<file path="src/rtl/eth_transmitter.sv">
// eth_transmitter: SPI-slave byte serializer for the Ethernet bridge.
// Reads a frame from the transmit buffer starting at address 0 and shifts
// it onto miso LSB-first, one bit per rising edge of sck, then raises done.
// Optional feature macro: ETH_TX_PAD_EN pads short frames with zero bytes
// up to PAD_LEN bytes before done is raised.
module eth_transmitter #(
    parameter int ADDR_W = 11
`ifdef ETH_TX_PAD_EN
    ,
    parameter int PAD_LEN = 60
`endif
) (
    input  logic              sck,
    input  logic              n_rst,
    input  logic              ena,
    input  logic [ADDR_W-1:0] tx_len,
    input  logic [7:0]        send_d,
    output logic [ADDR_W-1:0] send_a,
    output logic              n_send_buf_oe,
    output logic              miso,
    output logic              done
);

    // PAD is only ever entered when the padding feature is compiled in.
    typedef enum logic [1:0] {
        SEND = 2'd0,
        PAD  = 2'd1,
        DONE = 2'd2
    } state_t;

    state_t      state;
    state_t      next_state;
    logic [2:0]  bit_cnt;
    logic [6:0]  sr;
    logic        end_cond;
    logic        advance;
    logic        shifting;

    assign end_cond = (send_a == tx_len);

    // Next-state, bit-advance strobes and combinational outputs; reset forces idle outputs.
    always_comb begin
        next_state    = state;
        miso          = 1'b0;
        n_send_buf_oe = 1'b1;
        done          = 1'b0;
        advance       = 1'b0;
        shifting      = 1'b0;
        case (state)
            SEND: begin
                if (!end_cond) begin
                    if (ena) begin
                        n_send_buf_oe = 1'b0;
                        miso          = (bit_cnt == 3'd0) ? send_d[0] : sr[0];
                        advance       = 1'b1;
                        shifting      = 1'b1;
                    end
                end else begin
`ifdef ETH_TX_PAD_EN
                    if (send_a < ADDR_W'(PAD_LEN)) begin
                        advance = ena;
                        if (ena) begin
                            next_state = PAD;
                        end
                    end else begin
                        done       = 1'b1;
                        next_state = DONE;
                    end
`else
                    done       = 1'b1;
                    next_state = DONE;
`endif
                end
            end
`ifdef ETH_TX_PAD_EN
            PAD: begin
                if (send_a == ADDR_W'(PAD_LEN)) begin
                    done       = 1'b1;
                    next_state = DONE;
                end else begin
                    advance = ena;
                end
            end
`endif
            DONE: begin
                done = 1'b1;
            end
            default: begin
                next_state = DONE;
            end
        endcase
        if (!n_rst) begin
            miso          = 1'b0;
            n_send_buf_oe = 1'b1;
            done          = 1'b0;
        end
    end

    // State register plus bit/byte counters and the 7-bit shift register.
    always_ff @(posedge sck or negedge n_rst) begin
        if (!n_rst) begin
            state   <= SEND;
            bit_cnt <= 3'd0;
            send_a  <= '0;
            sr      <= 7'd0;
        end else begin
            state <= next_state;
            if (advance) begin
                bit_cnt <= bit_cnt + 3'd1;
                if (bit_cnt == 3'd7) begin
                    send_a <= send_a + ADDR_W'(1);
                end
            end
            if (shifting) begin
                sr <= (bit_cnt == 3'd0) ? send_d[7:1] : (sr >> 1);
            end
        end
    end

endmodule

</file>
<file path="config.mk">
export PLATFORM = sky130hd
export DESIGN_NAME = eth_transmitter
export DESIGN_NICKNAME = d
export VERILOG_FILES = /design/src/rtl/eth_transmitter.sv
export SDC_FILE = /design/constraint.sdc
export NUM_CORES = 1
export LEC_CHECK = 0
export CORE_MARGIN = 8
export CORE_UTILIZATION = 49
export DETAILED_ROUTE_END_ITERATION = 7
export HOLD_SLACK_MARGIN = 0.03
export PLACE_DENSITY = 0.93
export SYNTH_ARGS = -nofsm -noshare
export SYNTH_HDL_FRONTEND = slang
export SYNTH_SLANG_ARGS = --single-unit
</file>
<file path="constraint.sdc">
create_clock -name sck -period 3.2 [get_ports sck]
set_input_delay 0.64 -clock sck [delete_from_list [all_inputs] [get_ports sck]]
set_output_delay 0.64 -clock sck [all_outputs]
set_load 0.1 [all_outputs]
</file>
==> impl_metrics.tcl, run 1 <==
set metrics [dict create \
    status "completed" \
    grt_setup_unrepaired "no" \
    synth_top_family_by_area "simple AND/OR/NAND/NOR gates" \
    switchingPower_mw 0.491 \
    start_kind "input port" \
    synthTopCellsByCount "dfrtp_1 (22), nand2_1 (12), xnor2_1 (12)" \
    cts.sinks 22 \
    die_x_microns 65.4 \
    synth_compound_area_share_pct 5.22 \
    cts_buffers 3 \
    fin_crit_ns 2.90 \
    leakagePower_nw 0.750 \
    slowest_stage "clkdlybuf4s50_1" \
    ys_types 27 \
    clock_path_buffers 2 \
    swShare_pct 44.3 \
    core_sq_um 2390 \
    floorplan.die_area_sq_um 4280 \
    r2r_start "send_a[10]" \
    firstDrtPassIters 4 \
    hold_viol_final 0 \
    n_fill_cell 195 \
    r2r-end "send_a[1]" \
    synth-main-ff-cell "dfrtp_1" \
    grt_pass1_wl_mm 4.71 \
    worstSkewPairLatency_ns 0.30 \
    design_area_sq_um 1650 \
    syn-num-nets 134 \
    drive_gt1_share_pct 20.8 \
    reg2regPathDepth 6 \
    pre_cts_ws_ns 0.322 \
    powerDensity_nw_per_um2 672 \
    io_pins 36 \
    required_ns 2.56 \
    muxShareOfSynthArea_pct 7.73 \
    ir_drop_mv 0.623 \
    antenna_cells 0 \
    drt-initial-drc-count 31 \
    tns_ns 0 \
    hp-class "in2async" \
    netlist_top_cells_area "dfrtp_1 (46%), xnor2_1 (8.8%), xor2_1 (7.3%)" \
    dp_hpwl_mm 2.33 \
    place_area_sq_um 1610 \
    wl_per_cell_microns 15.6 \
    synth_fa_ha_area_share_pct 4.18 \
    cts_tree "yes" \
    relSlewSlack_pct 73.2 \
    endpoint_kind "output pin" \
    clkSlewWorstSetupHoldPaths_ns 0.12 \
    synth-xor-area-share_pct 16.1 \
    avgSynthCellArea_sq_um 11.1 \
    p_seq_share_pct 39.0 \
    r2r_setup_slack_ns 1.22 \
    finalNetCount 176 \
    vias 925 \
    intPower_mw 0.619 \
    synthSimpleGateAreaFrac_pct 17.7 \
    crit_end "done" \
    h-tree-depth 1 \
    multi_input_area_sq_um 621 \
    finalClockSkew_ns 0.00109 \
    finalHoldWorstSlack_ns 0.506 \
    numPortBuffers 35 \
    synthArstFlopShare_pct 100 \
    worstSetupPathType "in2out" \
    grt_use_total_pct 13.7 \
    grt_overflow 0 \
    drc 0 \
    syn-cell-area_sq_um 1200 \
    seq_area_sq_um 551 \
    grt_pass1_vias 998 \
    p_clk_share_pct 13.5 \
    cp_data_arrival_time_ns 2.26 \
    crit_chain "clkdlybuf4s50_1, xnor2_1, nand4_1, nor3_1, or2_2, and2_1, buf_12" \
    slew_viol_final 0 \
    min_period_over_period_pct 90.7 \
    slowest_delay_ns 0.47 \
    cts_setup_buffers 0 \
    initial_core_util_pct 50.2 \
    yosys_register_bits 22 \
    yosysWarnings 0 \
    netlist_instances 108 \
    combPwrFrac_pct 47.5 \
    post_cts_resized 0 \
    grt_max_degree 18 \
    tightestPinTransition_ns 0.401 \
    critical_path_depth 7 \
    num_rows 18 \
    drtAntennaViolNets 0 \
    routabilityCongestion 0.794 \
    post-synth-top-count-cell "dfrtp_1" \
    wl_mm 2.80 \
    utilization_pct 69.1 \
    yosys.area.top_type_share_pct 46.0 \
    dieHeight_microns 65.4 \
    cts-root-buf "clkbuf_4" \
    cap_violations 0 \
    antenna_found_initial 0 \
    routed_via_density 5.17 \
    setup-violations-final 0 \
    synthToLayoutAreaGrowth_pct 37.8 \
    synth_edf_count 0 \
    ctsHoldBuffers 0 \
    ys_seq_area_share_pct 46.0 \
    cp_max_fo 2 \
    crit_family "simple AND/OR/NAND/NOR gates" \
    yosysTopAreaCell "dfrtp_1" \
    fmax_mhz 345 \
    finalWorstSetupSlack_ns 0.298 \
    critPathLaunch "tx_len[10]" \
    path_buf_inv 2 \
]
## registers in the layout, summed over array words and instances (netlist names)
register and count:
sr 7, state 1, send_a 11, bit_cnt 3
## placed cells by master (no fill, tap or decap), drive strengths merged
| master | count |
|---|---|
| dfrtp | 22 |
| clkdlybuf4s50 | 21 |
| buf | 19 |
| xnor2 | 12 |
| nand2 | 12 |
| xor2 | 10 |
| mux2i | 7 |
| o21ai | 7 |
| inv | 4 |
| nand4 | 4 |
| nor3 | 4 |
| ha | 4 |
| clkbuf | 4 |
| nor4b | 3 |
| nor3b | 3 |
| nand3 | 2 |
| nor2b | 2 |
| nor2 | 2 |
| mux2 | 2 |
| or2 | 1 |
| and2 | 1 |
| o31ai | 1 |
| and4 | 1 |
| o22ai | 1 |
## kinds of logic after synthesis
logic type,count (synthesis)
XOR/XNOR,22
adder cells (fa/ha/maj),4
buffers and inverters,7
AND/OR/NAND/NOR,35
AO/OA/AOI/OAI,9
multiplexers,9
flip-flops,22
## how the worst min path moves through the flow
stage,to,slack (ns),cells past startpoint
after floorplan,bit_cnt[0],0.34,0
after global placement,sr[0],0.46,2
final,sr[0],0.51,1
after CTS,sr[0],0.50,1
after global routing,sr[0],0.49,1
after detailed placement,state[1],0.48,1
## final cells by class
| cell class | instances | area share (%) |
|---|---|---|
| clock buffers | 4 | 2.20 |
| inverters | 4 | 0.910 |
| multi-input cells | 79 | 37.6 |
| flip-flops and latches | 22 | 33.4 |
| well taps | 30 | 2.27 |
| repair buffers | 40 | 23.7 |
## per-stage QoR
stage	power (mW)	cells
after global placement	0.943	175
final	1.11	179
after detailed placement	0.974	175
after floorplan	0.812	108
after CTS	1.12	179
after global routing	1.18	179
## power by group through the flow
stage / logic (mW) / registers, mW / clock network, mW
after floorplan: 0.234 / 0.578 / 0
after global placement: 0.513 / 0.430 / 0
after detailed placement: 0.537 / 0.437 / 0
after CTS: 0.536 / 0.433 / 0.152
after global routing: 0.567 / 0.444 / 0.165
final: 0.527 / 0.432 / 0.150
## routing by layer
layer  vias up  global-route usage [%]  wire, microns
met5         -                       0              0
met4         0                    4.09             25
met1       436                    15.9           1210
li1        452                       -              -
met2        33                    23.5           1380
met3         4                    4.59            177
Power figures use the tool's default switching activity.
==> run 2: changes to the inputs <==
Settings changed: SLEW_MARGIN set to 5.
==> results of run 2 <==
The final DEF is identical to that of run 1; final timing and power are the same.
==> run 3: changes to the inputs <==
Settings changed: CAP_MARGIN set to 25.
==> results of run 3 <==
The final DEF is identical to that of run 1; final timing and power are the same.
